===== src/rtl/uart_cmd_parser_pkg.sv =====
// rtl/uart_cmd_parser_pkg.sv - opcodes, reply byte and FSM state encoding for the debug command parser
package uart_cmd_parser_pkg;

  localparam logic [7:0] CMD_READ  = 8'h55;
  localparam logic [7:0] CMD_WRITE = 8'h56;
  localparam logic [7:0] ACK_BYTE  = 8'h06;

  localparam int TIMEOUT_CYCLES_DEF = 100000;

  typedef enum logic [2:0] {
    S_IDLE  = 3'd0,
    S_ADDR  = 3'd1,
    S_WDATA = 3'd2,
    S_BUS   = 3'd3,
    S_TX    = 3'd4
  } state_t;

endpackage


===== src/rtl/uart_cmd_timeout.sv =====
// rtl/uart_cmd_timeout.sv - inter-byte idle down-counter for an in-progress command
module uart_cmd_timeout #(
  parameter int TIMEOUT_CYCLES = 100000
) (
  input  logic clk,
  input  logic reset,
  input  logic clr,
  input  logic en,
  output logic expired
);

  localparam int CNT_W = $clog2(TIMEOUT_CYCLES);
  localparam logic [CNT_W-1:0] LOAD = CNT_W'(TIMEOUT_CYCLES - 1);

  logic [CNT_W-1:0] cnt;

  // Reload on every received byte, otherwise count down while a field is being collected
  always_ff @(posedge clk) begin
    if (reset) begin
      cnt <= '0;
    end else if (clr) begin
      cnt <= LOAD;
    end else if (en && (cnt != '0)) begin
      cnt <= cnt - 1'b1;
    end
  end

  // Expiry does not look at clr, so a byte landing on the expiry cycle loses to the timeout
  assign expired = en && (cnt == '0);

endmodule


===== src/rtl/uart_cmd_parser.sv =====
// rtl/uart_cmd_parser.sv - UART debug protocol parser issuing 32-bit bus reads/writes
module uart_cmd_parser
  import uart_cmd_parser_pkg::*;
#(
  parameter int TIMEOUT_CYCLES = TIMEOUT_CYCLES_DEF
) (
  input  logic        clk,
  input  logic        reset,
  input  logic [7:0]  rx_data,
  input  logic        rx_valid,
  output logic [7:0]  tx_data,
  output logic        tx_valid,
  input  logic        tx_ready,
  output logic        bus_req,
  output logic        bus_we,
  output logic [31:0] bus_addr,
  output logic [31:0] bus_wdata,
  input  logic        bus_ack,
  input  logic [31:0] bus_rdata,
  output logic        busy
);

  state_t      state;
  state_t      state_next;
  logic [1:0]  byte_idx;
  logic [1:0]  tx_idx;
  logic [1:0]  tx_idx_inc;
  logic [31:0] rdata;
  logic        we;
  logic        expired;
  logic        tx_last;
  logic        tx_fire;

  uart_cmd_timeout #(
    .TIMEOUT_CYCLES(TIMEOUT_CYCLES)
  ) u_timeout (
    .clk     (clk),
    .reset   (reset),
    .clr     (rx_valid),
    .en      ((state == S_ADDR) || (state == S_WDATA)),
    .expired (expired)
  );

  assign tx_fire    = tx_valid && tx_ready;
  assign tx_last    = we || (tx_idx == 2'd3);
  assign tx_idx_inc = tx_idx + 2'd1;

  // Next-state decode; timeout is checked before rx so a coincident byte is dropped
  always_comb begin
    state_next = state;
    case (state)
      S_IDLE: begin
        if (rx_valid && ((rx_data == CMD_WRITE) || (rx_data == CMD_READ))) begin
          state_next = S_ADDR;
        end
      end
      S_ADDR: begin
        if (expired) begin
          state_next = S_IDLE;
        end else if (rx_valid && (byte_idx == 2'd3)) begin
          state_next = we ? S_WDATA : S_BUS;
        end
      end
      S_WDATA: begin
        if (expired) begin
          state_next = S_IDLE;
        end else if (rx_valid && (byte_idx == 2'd3)) begin
          state_next = S_BUS;
        end
      end
      S_BUS: begin
        if (bus_ack) begin
          state_next = S_TX;
        end
      end
      S_TX: begin
        if (tx_fire && tx_last) begin
          state_next = S_IDLE;
        end
      end
      default: state_next = S_IDLE;
    endcase
  end

  // State register plus field shift-in, bus handshake and reply sequencing
  always_ff @(posedge clk) begin
    if (reset) begin
      state     <= S_IDLE;
      byte_idx  <= 2'd0;
      tx_idx    <= 2'd0;
      we        <= 1'b0;
      bus_addr  <= '0;
      bus_wdata <= '0;
      rdata     <= '0;
      bus_req   <= 1'b0;
      tx_valid  <= 1'b0;
      tx_data   <= '0;
    end else begin
      state <= state_next;
      case (state)
        S_IDLE: begin
          if (rx_valid && (rx_data == CMD_WRITE)) begin
            we <= 1'b1;
          end else if (rx_valid && (rx_data == CMD_READ)) begin
            we <= 1'b0;
          end
        end
        S_ADDR: begin
          if (expired) begin
            byte_idx <= 2'd0;
            bus_addr <= '0;
          end else if (rx_valid) begin
            bus_addr[{byte_idx, 3'b000} +: 8] <= rx_data;
            byte_idx <= byte_idx + 2'd1;
          end
        end
        S_WDATA: begin
          if (expired) begin
            byte_idx  <= 2'd0;
            bus_addr  <= '0;
            bus_wdata <= '0;
          end else if (rx_valid) begin
            bus_wdata[{byte_idx, 3'b000} +: 8] <= rx_data;
            byte_idx <= byte_idx + 2'd1;
          end
        end
        S_BUS: begin
          if (bus_ack) begin
            bus_req  <= 1'b0;
            rdata    <= bus_rdata;
            tx_valid <= 1'b1;
            tx_data  <= we ? ACK_BYTE : bus_rdata[7:0];
            tx_idx   <= 2'd0;
          end
        end
        S_TX: begin
          if (tx_fire) begin
            if (tx_last) begin
              tx_valid <= 1'b0;
              tx_data  <= '0;
            end else begin
              tx_idx  <= tx_idx_inc;
              tx_data <= rdata[{tx_idx_inc, 3'b000} +: 8];
            end
          end
        end
        default: ;
      endcase
      if ((state != S_BUS) && (state_next == S_BUS)) begin
        bus_req <= 1'b1;
      end
    end
  end

  assign bus_we = we;
  assign busy   = (state != S_IDLE);

endmodule


===== config.mk =====
export PLATFORM = sky130hd
export DESIGN_NAME = uart_cmd_parser
export DESIGN_NICKNAME = d
export VERILOG_FILES = /design/src/rtl/uart_cmd_parser_pkg.sv /design/src/rtl/uart_cmd_timeout.sv /design/src/rtl/uart_cmd_parser.sv
export SDC_FILE = /design/constraint.sdc
export NUM_CORES = 1
export LEC_CHECK = 0
export CORE_MARGIN = 10
export CORE_UTILIZATION = 48
export DETAILED_ROUTE_END_ITERATION = 12
export PLACE_DENSITY = 0.8
export SLEW_MARGIN = 20
export SYNTH_ARGS = -nofsm -noshare
export SYNTH_HDL_FRONTEND = slang
export SYNTH_SLANG_ARGS = --single-unit

===== constraint.sdc =====
create_clock -name clk -period 2.91 [get_ports clk]
set_clock_uncertainty 0.2 [all_clocks]
set_input_delay 0.291 -clock clk [delete_from_list [all_inputs] [get_ports clk]]
set_output_delay 0.291 -clock clk [all_outputs]
set_load 0.02 [all_outputs]

==> results of run 1 <==
## logic make-up (layout without fill, tap and decap cells)
logic type / after synthesis / in the layout / synth area share [%]
muxes: 11 / 11 / 3.95
DFF: 131 / 131 / 49.3
buffers and inverters: 46 / 176 / 3.60
AOI/OAI and AO/OA: 157 / 157 / 20.7
xor gates and xnor gates: 16 / 16 / 2.63
adders and majority gates: 8 / 8 / 1.88
and+or+nand+nor: 196 / 196 / 18.0
## cells in the final DEF, fill, tap and decap left out, drive strengths merged, types with 14 or more instances in the layout
cell / count
buf: 15
nand2: 80
nor2: 57
clkdlybuf4s50: 119
dfxtp: 131
clkbuf: 18
xor2: 14
a21oi: 51
a22oi: 30
a22o: 32
## synthesized netlist by cell type, drive strengths merged (2+ instances only)
master,count
a21o,2
a21oi,51
a22o,32
a22oi,30
a2bb2oi,7
a311oi,3
a31oi,4
a32o,8
and2,4
and3,3
buf,14
clkbuf,22
dfxtp,131
ha,8
inv,9
mux2i,3
mux4,8
nand2,80
nand2b,8
nand3,9
nand4,5
nand4b,6
nor2,57
nor2b,4
nor3,5
nor4,6
o2111ai,4
o21ai,10
or2,2
xnor2,2
xor2,14
## stage by stage
stage	power, mW	hold WS, ns	cells	cell area, um2
4_1_cts	4.07	0.0996	835	7220
5_1_grt	4.17	0.112	835	7220
2_1_floorplan	1.94	0.227	565	5320
3_3_place_gp	2.04	0.239	803	6650
6_report	4.06	0.115	835	7220
3_5_place_dp	2.04	0.251	803	6650
## worst min-delay path by stage
stage / startpoint / endpoint / slack, ns
2_1_floorplan: bus_rdata[0] / rdata[0] / 0.23
3_3_place_gp: rdata[5] / rdata[5] / 0.24
3_5_place_dp: rdata[23] / rdata[23] / 0.25
4_1_cts: bus_rdata[26] / rdata[26] / 0.1
5_1_grt: bus_rdata[19] / rdata[19] / 0.11
6_report: bus_rdata[27] / rdata[27] / 0.11
## final cells by class
cell class	instances	area [um2]	area share, %
clock buffers	18	418	5.79
clock inverters	14	154	2.13
inverters	10	37.5	0.520
multi-input cells	388	2510	34.8
flip-flops and latches	131	2620	36.3
well taps	140	175	2.43
repair buffers	134	1300	18.0
## state kept, by name, summed over array words and instances (netlist names)
name	cells
bus_addr	32
bus_req	1
bus_wdata	32
bus_we	1
byte_idx	2
rdata	32
state	3
tx_data	8
tx_idx	2
tx_valid	1
u_timeout.cnt	17
## where the power goes
| group | total, mW | internal [mW] | switching [mW] |
|---|---|---|---|
| logic | 0.190 | 0.0869 | 0.103 |
| clock network | 2.05 | 1.23 | 0.823 |
| registers | 1.81 | 1.80 | 0.00994 |
| total | 4.06 | 3.12 | 0.936 |
## worst max-delay path, stage by stage, from the launching register on
cell,delay (ns)
sky130_fd_sc_hd__dfxtp_1,0.45
sky130_fd_sc_hd__or3b_2,0.61
sky130_fd_sc_hd__o21ai_0,0.54
sky130_fd_sc_hd__nand2b_1,0.29
sky130_fd_sc_hd__a2bb2oi_1,0.21
sky130_fd_sc_hd__nor2_1,0.13
## layer usage
metal	vias to the layer above	wire length (um)	track usage (%)
met5	-	0	0
met4	0	263	7.99
met3	27	1210	6.38
met2	197	7170	30.7
met1	2264	6370	21.7
li1	2270	-	-
==> results.md, run 1 <==
Layout:
- The count of filler cells inserted in the layout is 864.
- The final-stage net count is 735.
- The diode insertion count for antenna repair is 0.
- Compared with the post-synthesis result, the final layout area differs by 35.6%.
- The utilization after layout is 66.6%.
- The fraction of final layout cells with drive strength greater than 1 is 9.64%.

Placement:
- The placement-stage worst setup slack is 0.258 ns.
- The congestion estimate from routability-driven global placement came to 0.841.
- The half-perimeter wire length after detailed placement is 10800 um.
- The count of buffers from port buffering is 120.

STA:
- The total negative slack is 0 ns.
- The number of pins exceeding their max-slew limit in the final report is 0.
- Setup repair after global routing left no endpoint under its margin.
- The worst slew margin relative to its limit is 48.1%.
- At the pin with the least slew margin, the transition time is 0.771 ns.
- The routed design could run at a clock period as short as 2.50 ns.
- The period utilization is 85.9%.
- Timing would allow up to 0.400 GHz.
- The count of endpoints failing setup in the final report is 0.
- The final hold violation count came to 0.
- The worst path setup slack after routing is 0.411 ns.

Synth:
- The number of standard cells after synthesis is 565.
- The post-synthesis sequential area ratio is 49.3%.
- The number of nets in the synthesized netlist is 618.
- The yosys synthesis warning count is 0.
- The synthesized design spends more area on one cell type than any other, namely sky130_fd_sc_hd__dfxtp_1.
- After synthesis, the largest area contributor takes up 49.3% of total cell area.
- For this run, asynchronously set or reset flops after synthesis account for 0%.
- The predominant post-synthesis flop cell is sky130_fd_sc_hd__dfxtp_1.
- The mapped netlist covers 5320 um2.
- Yosys mapped a number of flops with a built-in enable equal to 0.
- After synthesis, the mean cell area works out to 9.42 um2.
- In this run, synthesis produced a sequential element count of 131.
- The number of distinct library cell variants in the gate-level netlist after synthesis is 54.
- By area the synthesized netlist is led by sky130_fd_sc_hd__dfxtp_1, sky130_fd_sc_hd__nand2_1, sky130_fd_sc_hd__a22o_1, sky130_fd_sc_hd__a21oi_1, sky130_fd_sc_hd__a22oi_1.

CTS:
- The count of instances resized after the clock tree is built is 0.
- The TritonCTS sink count is 131.
- The number of hold-repair buffers added at the cts stage is 0.
- The number of clock buffers inserted by TritonCTS is 17.
- Clock tree synthesis selected as its root buffer the cell sky130_fd_sc_hd__clkbuf_8.
- The CTS tree is yes.
- Clock latency on the worst-skew pair, taken at its later pin, is 0.53 ns.
- The clock tree synthesis step divided the H-tree into 4 levels.
- The clock transition at the registers of the reported paths is 0.06 ns.
- The number of buffers on the longest clock path is 2.
- The buffers inserted during post-CTS setup optimization is 0.

Critical path:
- The most critical setup path has its endpoint at tx_data[5].
- The type of the setup path with the least slack is reg -> reg.
- At the worst endpoint, the arrival time is 2.75 ns.
- The register-to-register path setup slack is 0.41 ns.
- For the worst setup path, the data required time is 3.16 ns.
- The reg-to-reg endpoint is tx_data[5].
- In this run the critical register-to-register path is launched from state[2].
- In this run the worst setup path begins at state[2].
- The worst register-to-register path has a depth of 5.
- The critical path startpoint category is a register.
- Along the worst path, the maximum fanout reaches 11.
- STA classifies the critical path endpoint as a register.

Global route:
- The first global-routing pass estimated 24400 um of wire.
- The total global-route track usage is 18.7%.
- The via count of the first global-routing pass is 4877.
- The number of antenna violations at the first check in global routing is 0.
- Global routing finished with a remaining overflow of 0.
- The pin count of the biggest net entering global routing is 58.

Drt:
- In this run, the number of DRC markers left after iteration 0 of detailed routing was 340.
- After detailed routing, the number of remaining DRC violations is 0.
- The number of detailed-routing iterations run before antenna repair is 5.
- The mean number of vias per cell is 5.70.
- Dividing the detail-routed wire length by the instance count gives 18.0 um.
- The remaining antenna violation count is 0.
- The total length of routed wires is 15000 um.
- The routed layout has 4758 vias.

Die:
- The die is 125 um tall.
- Pin placement for this block handled 121 I/O pins.
- The core area is 10800 um2.
- The chip width is 125 um.
- The die covers 15700 um2.
- The floorplan has 38 rows.
- The initial cell density of the core is 49.1%.

Power and ir drop:
- Power spread over the standard cell area amounts to 562 nW/um2.
- VDD sags by at most 350 uV.
- For this design the static power due to leakage is 2.58 nW.

Hold path:
- The class of the tightest hold or removal check is in -> reg.
- The instance count along the most critical hold path is 3.

Run:
- The count of maximum capacitance violations is 0.

Run status:
- The run finished with clean final reports.
Power figures use the tool's default switching activity.
==> run 2: changes to the inputs <==
==> constraint.sdc (replaced) <==
create_clock -name clk -period 2.8 [get_ports clk]
set_clock_uncertainty 0.2 [all_clocks]
set_input_delay 0.28 -clock clk [delete_from_list [all_inputs] [get_ports clk]]
set_output_delay 0.28 -clock clk [all_outputs]
set_load 0.02 [all_outputs]
==> results.md, run 2 (synthesized netlist as in run 1, its figures left out) <==
Critical path:
- The type of the setup path with the least slack is reg -> reg.
- The arrival time at the worst endpoint is 2.78 ns (+0.03 ns).
- Traced cell by cell, the critical path runs through inv_1 > ha_1 > nor2b_1 > nand4b_4 > nor2_4 > nor4_2 > a22o_1.
- The largest fanout on the critical path is 16 (+5).
- The worst setup path is launched from a register.
- The worst-case reg-to-reg path depth is 7 (+2).
- The largest individual stage delay along the critical path comes from the cell sky130_fd_sc_hd__nor4_2.
- The largest stage delay on the critical path is 0.76 ns (+0.15 ns).
- The worst register-to-register path begins at u_timeout.cnt[0].
- The required time at the endpoint of the critical path came to 3.07 ns (-0.09 ns).
- The worst setup path is captured at a register.
- The reg-to-reg endpoint is bus_wdata[4].
- The register-to-register path setup slack is 0.29 ns (-0.12 ns).

Global route:
- The via count of the first global-routing pass is 4677 (-4.1%).
- The number of antenna violations at the first check in global routing was 0 (unchanged).
- The total global-route track usage came to 18.4% (-0.32 points).
- The global route total overflow is 0 (unchanged).
- The pin count of the biggest net entering global routing was 60 (+3.4%).
- The wire length of the first global-routing pass was 24000 um (-1.6%).

Layout:
- The utilization after layout came to 67.1% (+0.51 points).
- The area growth from synthesis to layout is 36.6%.
- The fraction of final layout cells with drive strength greater than 1 was 10.2% (+0.53 points).
- The area occupied by multi-input gates came to 2510 um2 (unchanged).
- The register area is 2620 um2 (unchanged).
- The diode insertion count for antenna repair is 0 (unchanged).
- The cell area after layout is 7270 um2 (+0.76%).
- Leaving out fill and tap cells, the most frequent cell in the layout is sky130_fd_sc_hd__dfxtp_1.
- The number of cells in the finished layout apart from fillers is 838 (+0.36%).
- Leaving out fill and tap cells, the most frequent cells in the layout are sky130_fd_sc_hd__dfxtp_1, sky130_fd_sc_hd__clkdlybuf4s50_1, sky130_fd_sc_hd__nand2_1.
- The largest registers in the layout are bus_addr: 32 flops, bus_wdata: 32 flops, rdata: 32 flops.
- The count of filler cells inserted in the layout is 846 (-2.1%).
- The final-stage net count is 738 (+0.41%).

Power and ir drop:
- The worst-case vdd ir drop is 359 uV (+2.6%).
- The part of the total power dissipated in combinational logic is 4.6% (about the same).
- The relative contribution of sequential cells to total power was 43.6% (-1.1 points).
- The ratio of total power to cell area is 595 nW/um2 (+5.8%).
- The static leakage came to 2.62 nW (+1.4%).
- The net switching power is 967 uW (+3.3%).
- The cell-internal power is 3.36 mW (+7.6%).
- The switching part of the total is 22.4% (-0.73 points).
- The clock share of power was 51.8% (+1.2 points).

Placement:
- The half-perimeter wire length after detailed placement is 10800 um (-0.31%).
- The count of buffers from port buffering is 120 (unchanged).
- The placement-stage cell area came to 6670 um2 (+0.34%).
- The number of placed cells counting well taps was 806 (+0.37%).
- The routability congestion estimate is 0.849 (+1.0%).

STA:
- The hold slack came to 0.0953 ns (-0.0196 ns).
- The time the final worst path needs with I/O delays and setup was 2.51 ns (+0.00985 ns).
- The maximum clock rate was 0.399 GHz (-0.39%).
- The number of pins exceeding their max-slew limit in the final report came to 0 (unchanged).
- The final hold violation count is 0 (unchanged).
- Setup repair after global routing left no endpoint under its margin.
- The worst slew margin relative to its limit is 45.3% (-2.8 points).
- The period utilization is 89.6% (+3.7 points).
- The pin slew with the least headroom to its limit is 0.814 ns (+0.0427 ns).
- The count of endpoints failing setup in the final report is 0 (unchanged).
- The total negative slack is 0 ns (unchanged).

CTS:
- The number of clock buffers inserted by TritonCTS is 17 (unchanged).
- The clock transition at the registers of the reported paths is 0.06 ns (about the same).
- The number of buffers on the longest clock path came to 2 (unchanged).
- The TritonCTS sink count is 131 (unchanged).
- The buffers inserted during post-CTS setup optimization is 0 (unchanged).
- The number of H-tree branching levels is 4 (unchanged).
- TritonCTS built the clock tree.
- The root buffer cell is sky130_fd_sc_hd__clkbuf_8.
- The count of instances resized after the clock tree is built is 0 (unchanged).
- The number of hold-repair buffers added at the cts stage came to 0 (unchanged).
- The clock latency on the worst-skew pair is 0.53 ns (about the same).

Hold path:
- The launch instance of the worst min-delay path is bus_rdata[31].
- For hold timing, the worst endpoint is rdata[31].
- The instance count along the most critical hold path is 3 (unchanged).
- The class of the tightest hold or removal check is in -> reg.

Die:
- The initial cell density of the core is 49.1% (unchanged).
- The chip width is 125 um (unchanged).
- The height of the chip is 125 um (unchanged).
- The area enclosed by the die boundary is 15700 um2 (unchanged).
- The core area came to 10800 um2 (unchanged).
- The total number of placement rows came to 38 (unchanged).
- The I/O pin count is 121 (unchanged).

Drt:
- The post-detailed-route DRC marker count is 0 (unchanged).
- The total length of routed wires was 14800 um (-1.5%).
- The remaining antenna violation count is 0 (unchanged).
- The mean number of vias per cell is 5.68 (-0.34%).
- The number of DRC markers in iteration 0 came to 347 (+2.1%).
- The number of detailed-routing iterations run before antenna repair is 5 (unchanged).
- The average routed wire per standard cell is 17.6 um (-1.8%).
- The via count of the routed design is 4759 (+0.021%).

Run status:
- The run finished with clean final reports.

Run:
- The count of maximum capacitance violations was 0 (unchanged).
-- run 2: cell type report --
type	instances	area share, %
multi-input cells	388	34.5
repair buffers	137	18.2
clock inverters	14	2.43
well taps	140	2.41
clock buffers	18	5.88
inverters	10	0.516
flip-flops and latches	131	36.1
-- run 2: worst max path at each step --
stage	startpoint	end	slack, ns
after floorplan	u_timeout.cnt[9]	bus_addr[9]	0.73
after global placement	tx_idx[0]	tx_data[3]	0.37
after detailed placement	tx_idx[0]	tx_data[4]	0.30
after CTS	tx_idx[0]	tx_data[6]	0.25
after global routing	tx_idx[0]	tx_data[7]	0.13
final	u_timeout.cnt[0]	bus_wdata[4]	0.29
-- run 2: per-stage QoR --
stage               power (mW)  worst slack, ns
finish                    4.32            0.291
global route              4.44            0.133
CTS                       4.33            0.255
detailed placement        2.12            0.301
global placement          2.12            0.371
floorplan                 2.02            0.729
-- run 2: power by group through the flow --
stage                     Combinational (mW)  Clock [mW]  Sequential [mW]
after global placement                 0.193           0             1.92
after global routing                   0.215        2.34             1.89
final                                  0.200        2.24             1.88
after floorplan                       0.0948           0             1.92
after detailed placement               0.196           0             1.93
after CTS                              0.198        2.25             1.88
-- run 2: per-layer routing --
metal	global-route usage [%]	vias to the layer above	part of all wire (%)
li1	-	2284	-
met1	22.1	2255	44
met2	29.6	190	47
met3	5.66	30	7.3
met4	8.06	0	2.1
met5	0	-	0
-- run 2: critical path, delay by kind of cell (launching register included) --
family | cells | cell delay (ns)
AND/OR/NAND/NOR | 4 | 1.29
flip-flops | 1 | 0.41
AO/OA/AOI/OAI | 1 | 0.25
adder cells (fa/ha/maj) | 1 | 0.19
buffers and inverters | 1 | 0.09
